===== config.mk =====
export PLATFORM = sky130hd
export DESIGN_NAME = prefix_encode_emitter
export DESIGN_NICKNAME = d
export VERILOG_FILES = /design/src/rtl/prefix_encode_emitter.sv
export SDC_FILE = /design/constraint.sdc
export NUM_CORES = 1
export LEC_CHECK = 0
export ABC_CLOCK_PERIOD_IN_PS = 2350
export CAP_MARGIN = 30
export CELL_PAD_IN_SITES_DETAIL_PLACEMENT = 2
export CELL_PAD_IN_SITES_GLOBAL_PLACEMENT = 2
export CORE_MARGIN = 2
export CORE_UTILIZATION = 32
export DETAILED_ROUTE_END_ITERATION = 12
export GPL_ROUTABILITY_DRIVEN = 0
export PLACE_DENSITY_LB_ADDON = 0.05
export SLEW_MARGIN = 5
export SYNTH_ARGS = -nofsm -noshare
export SYNTH_HDL_FRONTEND = slang
export SYNTH_SLANG_ARGS = --single-unit

===== constraint.sdc =====
create_clock -name clk -period 2.35 [get_ports clk]
set_input_delay 0.3525 -clock clk [delete_from_list [all_inputs] [get_ports clk]]
set_output_delay 0.3525 -clock clk [all_outputs]
set_load 0.1 [all_outputs]

===== src/rtl/prefix_encode_emitter.sv =====
// ---------------------------------------------------------------------------
// prefix_encode_emitter
//   Serialises one instruction descriptor (REP, segment override, operand
//   size, opcode) into an x86 byte stream: up to three prefix bytes in the
//   fixed order F3, segment, 66, followed by the opcode byte. One byte is
//   sent per accepted output beat; absent prefixes cost no cycles.
//
//   Optional feature macro: PREFIX_ENC_PACKED_EN
//     When defined, adds pkt_valid / pkt_bytes / pkt_count, a packed copy of
//     the prefix window laid out for direct comparison against the decode
//     prefix detector. When undefined, those ports and registers are absent
//     and the byte stream is unchanged.
// ---------------------------------------------------------------------------
module prefix_encode_emitter #(
    // 1: a new descriptor may be accepted in the cycle the opcode beat leaves
    parameter int unsigned BACK_TO_BACK = 1
) (
    input  logic        clk,
    input  logic        reset,        // asynchronous, active-low
    input  logic        req_valid,
    output logic        req_ready,
    input  logic        req_rep,
    input  logic [2:0]  req_seg,
    input  logic        req_opsize,
    input  logic [7:0]  req_opcode,
    output logic        out_valid,
    input  logic        out_ready,
    output logic [7:0]  out_byte,
    output logic        out_last,
    output logic        out_is_pfx,
    output logic        seg_err
`ifdef PREFIX_ENC_PACKED_EN
    ,
    output logic        pkt_valid,
    output logic [23:0] pkt_bytes,
    output logic [1:0]  pkt_count
`endif
);

    // -----------------------------------------------------------------------
    // Types
    // -----------------------------------------------------------------------
    typedef enum logic [2:0] {
        S_IDLE = 3'd0,
        S_REP  = 3'd1,
        S_SEG  = 3'd2,
        S_OPS  = 3'd3,
        S_OPC  = 3'd4
    } state_t;

    typedef struct packed {
        logic       rep;
        logic [2:0] seg;
        logic       opsize;
        logic [7:0] opcode;
    } desc_t;

    localparam logic [7:0] REP_BYTE    = 8'hF3;
    localparam logic [7:0] OPSIZE_BYTE = 8'h66;
    localparam logic [2:0] SEG_NONE    = 3'd0;
    localparam logic [2:0] SEG_RSVD    = 3'd7;

    // -----------------------------------------------------------------------
    // Descriptor helpers
    // -----------------------------------------------------------------------
    // Codes 1..6 carry a real segment; 0 is "none" and 7 is treated as none.
    function automatic logic seg_present(input logic [2:0] seg);
        return (seg != SEG_NONE) && (seg != SEG_RSVD);
    endfunction

    function automatic logic [7:0] seg_byte(input logic [2:0] seg);
        logic [7:0] b;
        case (seg)
            3'd1:    b = 8'h26;  // ES
            3'd2:    b = 8'h2E;  // CS
            3'd3:    b = 8'h36;  // SS
            3'd4:    b = 8'h3E;  // DS
            3'd5:    b = 8'h64;  // FS
            3'd6:    b = 8'h65;  // GS
            default: b = 8'h00;
        endcase
        return b;
    endfunction

    // First beat of a freshly accepted descriptor.
    function automatic state_t first_state(input desc_t d);
        if (d.rep)                  return S_REP;
        else if (seg_present(d.seg)) return S_SEG;
        else if (d.opsize)          return S_OPS;
        else                        return S_OPC;
    endfunction

    // Beat following the REP prefix.
    function automatic state_t after_rep(input desc_t d);
        if (seg_present(d.seg)) return S_SEG;
        else if (d.opsize)      return S_OPS;
        else                    return S_OPC;
    endfunction

    // Beat following the segment prefix.
    function automatic state_t after_seg(input desc_t d);
        return d.opsize ? S_OPS : S_OPC;
    endfunction

    // Byte presented while sitting in a given beat state.
    function automatic logic [7:0] beat_byte(input state_t s, input desc_t d);
        logic [7:0] b;
        case (s)
            S_REP:   b = REP_BYTE;
            S_SEG:   b = seg_byte(d.seg);
            S_OPS:   b = OPSIZE_BYTE;
            S_OPC:   b = d.opcode;
            default: b = 8'h00;
        endcase
        return b;
    endfunction

`ifdef PREFIX_ENC_PACKED_EN
    // Number of prefix bytes the descriptor produces (0..3).
    function automatic logic [1:0] prefix_count(input desc_t d);
        return {1'b0, d.rep} + {1'b0, seg_present(d.seg)} + {1'b0, d.opsize};
    endfunction

    // Prefixes packed left-justified: first prefix in [23:16], unused 00.
    function automatic logic [23:0] pack_prefixes(input desc_t d);
        logic [23:0] acc;
        acc = '0;
        if (d.rep)              acc = {acc[15:0], REP_BYTE};
        if (seg_present(d.seg)) acc = {acc[15:0], seg_byte(d.seg)};
        if (d.opsize)           acc = {acc[15:0], OPSIZE_BYTE};
        case (prefix_count(d))
            2'd1:    acc = acc << 16;
            2'd2:    acc = acc << 8;
            default: acc = acc;
        endcase
        return acc;
    endfunction
`endif

    // -----------------------------------------------------------------------
    // Signals
    // -----------------------------------------------------------------------
    state_t     r_state;
    state_t     w_next_state;
    desc_t      r_desc;
    desc_t      w_req_desc;
    desc_t      w_next_desc;
    logic       w_accept;
    logic [7:0] r_out_byte;
    logic       r_seg_err;

    assign w_req_desc = '{rep:    req_rep,
                          seg:    req_seg,
                          opsize: req_opsize,
                          opcode: req_opcode};

    // Handshake and stream outputs decoded from registered state.
    always_comb begin
        out_valid  = (r_state != S_IDLE);
        out_last   = (r_state == S_OPC);
        out_is_pfx = (r_state == S_REP) || (r_state == S_SEG) || (r_state == S_OPS);
        req_ready  = (r_state == S_IDLE) ||
                     ((BACK_TO_BACK != 0) && (r_state == S_OPC) && out_ready);
        w_accept   = req_valid && req_ready;
        out_byte   = r_out_byte;
        seg_err    = r_seg_err;
    end

    // Next-state logic: advance on an accepted beat, skipping absent prefixes.
    always_comb begin
        // NOTE: every combinational output gets a default first so no path
        // through the case statement leaves it unassigned (no latch).
        w_next_state = r_state;
        case (r_state)
            S_IDLE: if (req_valid) w_next_state = first_state(w_req_desc);
            S_REP:  if (out_ready) w_next_state = after_rep(r_desc);
            S_SEG:  if (out_ready) w_next_state = after_seg(r_desc);
            S_OPS:  if (out_ready) w_next_state = S_OPC;
            S_OPC: begin
                if (out_ready) begin
                    if (w_accept) w_next_state = first_state(w_req_desc);
                    else          w_next_state = S_IDLE;
                end
            end
            default: w_next_state = S_IDLE;
        endcase
        // The byte for the next beat comes from the new descriptor on accept.
        w_next_desc = w_accept ? w_req_desc : r_desc;
    end

    // FSM state register.
    always_ff @(posedge clk or negedge reset) begin
        // NOTE: clocked state uses non-blocking assignments so every register
        // samples pre-edge values regardless of block ordering.
        if (!reset) r_state <= S_IDLE;
        else        r_state <= w_next_state;
    end

    // Descriptor, output byte and sticky error registers.
    always_ff @(posedge clk or negedge reset) begin
        if (!reset) begin
            r_desc     <= '0;
            r_out_byte <= 8'h00;
            r_seg_err  <= 1'b0;
        end else begin
            if (w_accept) begin
                r_desc <= w_req_desc;
                if (req_seg == SEG_RSVD) r_seg_err <= 1'b1;
            end
            // Stalls leave state and descriptor unchanged, so this holds.
            r_out_byte <= beat_byte(w_next_state, w_next_desc);
        end
    end

`ifdef PREFIX_ENC_PACKED_EN
    logic [23:0] r_pkt_bytes;
    logic [1:0]  r_pkt_count;
    logic        r_pkt_valid;

    // Packed prefix window, captured on accept; valid pulses with first beat.
    always_ff @(posedge clk or negedge reset) begin
        if (!reset) begin
            r_pkt_valid <= 1'b0;
            r_pkt_bytes <= 24'h0;
            r_pkt_count <= 2'd0;
        end else begin
            r_pkt_valid <= w_accept;
            if (w_accept) begin
                r_pkt_bytes <= pack_prefixes(w_req_desc);
                r_pkt_count <= prefix_count(w_req_desc);
            end
        end
    end

    assign pkt_valid = r_pkt_valid;
    assign pkt_bytes = r_pkt_bytes;
    assign pkt_count = r_pkt_count;
`endif

endmodule

==> metrics.txt <==
Post-Synthesis Mean Instance Area=11.5 sq um; CP Max Fanout=9; Slew @ Worst Pin=488 ps; area of combinational cells with multiple inputs=724 sq um; Crit path buffers/inverters=2; count of input and output buffers=29; total number of vias=1060; final routed wirelength across all metal layers=3400 um; DRC errors left=0; number of flip-flops and latches in the synthesized netlist=24; CTS Buf Count=3; RSZ-0062 raised after global routing=false; fmax=505 MHz; async set-reset flop share out of synthesis=1.00; Antenna Diode Count=0; Max-slew headroom=0.674; first-pass GRT wire length=5890 um; count of routing violations after the opening detailed-route iteration=46; # rows=24; FF/Latch Area=601 sq um; post-DR vias/cell=5.17; data required time at the worst endpoint=2500 ps; crit path capture type=register; number of instances in the synthesized netlist=122; Final HPWL DP=2620 um; count of yosys warnings during synthesis=0; maximum level of the CTS H-tree=1; result of the run=complete, no violations; Worst Setup Start Kind=input port; number of buffers inserted by post-CTS setup repair=0; antenna violations before repair=0; crit path launch=out_ready; largest delay contributor family on the critical path=compound AO/OA/AOI/OAI gates; final count of pins violating max slew=0; clock transition time at the flip-flop clock pins of the worst setup and hold paths=80 ps; Clock Sink Count=24; critical-path cell list=clkdlybuf4s50_1 -> buf_4 -> nand2b_1 -> a2bb2oi_1 -> o311ai_4 -> and2_1 -> a221o_1; initial core utilization=0.328; hold buffer count at cts=0; Netlist cell types=45; number of global-route vias before repair=1159; share of cells above drive strength 1=0.333; CTS tree=done; highest-delay cell along the critical path=sky130_fd_sc_hd__clkdlybuf4s50_1; CTS Root Buffer Type=sky130_fd_sc_hd__clkbuf_8; Die Outline Area=4950 sq um; average routed wire per standard cell=16.6 um; flip-flop cell with the highest count after synthesis=sky130_fd_sc_hd__dfrtp_1; maximum number of pins on one net before global-route repair=25; classification of the worst-slack hold path=input port to asynchronous set/reset pin; die height=70.3 um; number of setup violations in the final report=0; Setup Skew=3.84 ps; top-level port count=30; core outline area=4290 sq um; start-to-end type of the worst setup path=input port to register; area grow syn2layout=29.6%; time the worst path needs with I/O delays and setup=1980 ps; Initial DRT Pass Iterations=4; sequential area share after synthesis=0.427; Critical Path AT=2130 ps; count of fill cells added during filler insertion=459; GRT Overall Usage=0.150; chip width=70.3 um; total of cells resized after clock tree synthesis=0; Worst path max stage delay=520 ps; number of max-capacitance violations reported=0; final global-route overflow total=0; setup_tns=0 ps; number of buffers on the longest clock path=2; count of flip-flops with a built-in enable after synthesis=0; fin nets=171; launch instance of the worst register-to-register path=r_desc[11]; Net Count, Synth=139; mapped cell area=1410 sq um; post-route ant nets=0; clock insertion delay at the later pin of the skew report=270 ps; count of endpoints failing hold in the final timing report=0; fraction of the cycle the final worst path needs=0.843
-- registers in the layout (all words and copies together) (netlist names) --
name,count
r_state,3
r_desc,12
out_byte,8
seg_err,1
-- cells in the mapped netlist, types with 2 or more instances --
cell	number	area [sq um]
sky130_fd_sc_hd__dfrtp_1	24	601
sky130_fd_sc_hd__mux2_1	7	78.8
sky130_fd_sc_hd__a221o_1	5	50.1
sky130_fd_sc_hd__nand2_1	5	18.8
sky130_fd_sc_hd__nor2_1	5	18.8
sky130_fd_sc_hd__nor2_2	5	31.3
sky130_fd_sc_hd__buf_2	4	20.0
sky130_fd_sc_hd__buf_6	4	45.0
sky130_fd_sc_hd__mux2_2	4	45.0
sky130_fd_sc_hd__nand2b_1	4	25.0
sky130_fd_sc_hd__xnor2_1	4	35.0
sky130_fd_sc_hd__a21oi_1	3	15.0
sky130_fd_sc_hd__mux2_4	3	45.0
sky130_fd_sc_hd__nand3_1	3	15.0
sky130_fd_sc_hd__nor2b_1	3	18.8
sky130_fd_sc_hd__nor3_1	3	15.0
sky130_fd_sc_hd__nor3_2	3	30.0
sky130_fd_sc_hd__and2_1	2	12.5
sky130_fd_sc_hd__inv_1	2	7.51
sky130_fd_sc_hd__inv_2	2	7.51
sky130_fd_sc_hd__o2bb2ai_1	2	17.5
sky130_fd_sc_hd__xor2_1	2	17.5
-- placed cells by master (no fill, tap or decap), types with 2 or more instances in the layout --
cell	count
sky130_fd_sc_hd__dfrtp_1	24
sky130_fd_sc_hd__buf_4	17
sky130_fd_sc_hd__clkdlybuf4s50_1	16
sky130_fd_sc_hd__mux2_1	7
sky130_fd_sc_hd__nor2_2	5
sky130_fd_sc_hd__nand2_1	5
sky130_fd_sc_hd__nor2_1	5
sky130_fd_sc_hd__a221o_1	5
sky130_fd_sc_hd__nor3_2	4
sky130_fd_sc_hd__nand2b_1	4
sky130_fd_sc_hd__mux2_2	4
sky130_fd_sc_hd__xnor2_1	4
sky130_fd_sc_hd__mux2_4	3
sky130_fd_sc_hd__nor2b_1	3
sky130_fd_sc_hd__nand3_1	3
sky130_fd_sc_hd__a21oi_1	3
sky130_fd_sc_hd__clkbuf_8	3
sky130_fd_sc_hd__buf_12	3
sky130_fd_sc_hd__inv_1	2
sky130_fd_sc_hd__inv_2	2
sky130_fd_sc_hd__nor3_1	2
sky130_fd_sc_hd__and2_1	2
sky130_fd_sc_hd__xor2_1	2
sky130_fd_sc_hd__o2bb2ai_1	2
-- metrics by stage --
stage	util	setup WS (ps)	hold slack [ps]	instance area, sq um	cells
3_5_place_dp	0.408	83.2	480	1750	201
2_1_floorplan	-	174	56.9	1410	122
4_1_cts	0.425	365	446	1820	205
3_3_place_gp	0.408	138	459	1750	201
5_1_grt	0.425	272	455	1820	205
6_report	0.425	370	439	1820	205
-- metal layers --
metal | track usage | wire (um) | part of all wire
met3 | 0.0418 | 147 | 0.043
met1 | 0.187 | 1510 | 0.44
met2 | 0.260 | 1720 | 0.51
met5 | 0 | 0 | 0
met4 | 0.0256 | 21 | 0.0062
-- worst paths after layout --
check / cells after the start / endpoint / slack [ps]
min: 2 / r_desc[10] / 440
max: 7 / out_byte[0] / 370
max reg2reg: 6 / out_byte[0] / 420
min reg2reg: 1 / r_desc[4] / 500
min in group clk: 1 / r_desc[4] / 500
max in group asynchronous: 2 / out_byte[0] / 1670
-- area by class of cell --
| type | count | share of cell area |
|---|---|---|
| Clock buffer | 3 | 0.0226 |
| Clock inverter | 1 | 0.0165 |
| Inverter | 4 | 0.00823 |
| Multi-Input combinational cell | 85 | 0.397 |
| Sequential cell | 24 | 0.329 |
| Tap cell | 52 | 0.0357 |
| Timing Repair Buffer | 36 | 0.191 |
-- cells by family (layout without fill, tap and decap cells) --
group	count (synthesis)	count (layout)	synth area share
XOR/XNOR	6	6	0.0373
AO/OA/AOI/OAI	23	23	0.152
flip-flops	24	24	0.427
multiplexers	14	14	0.120
AND/OR/NAND/NOR	42	42	0.202
buffers and inverters	13	44	0.0622
Power is left out: the tool's default activity adds up to more than one toggle a clock period on the data nets, which glitch-free logic cannot reach.
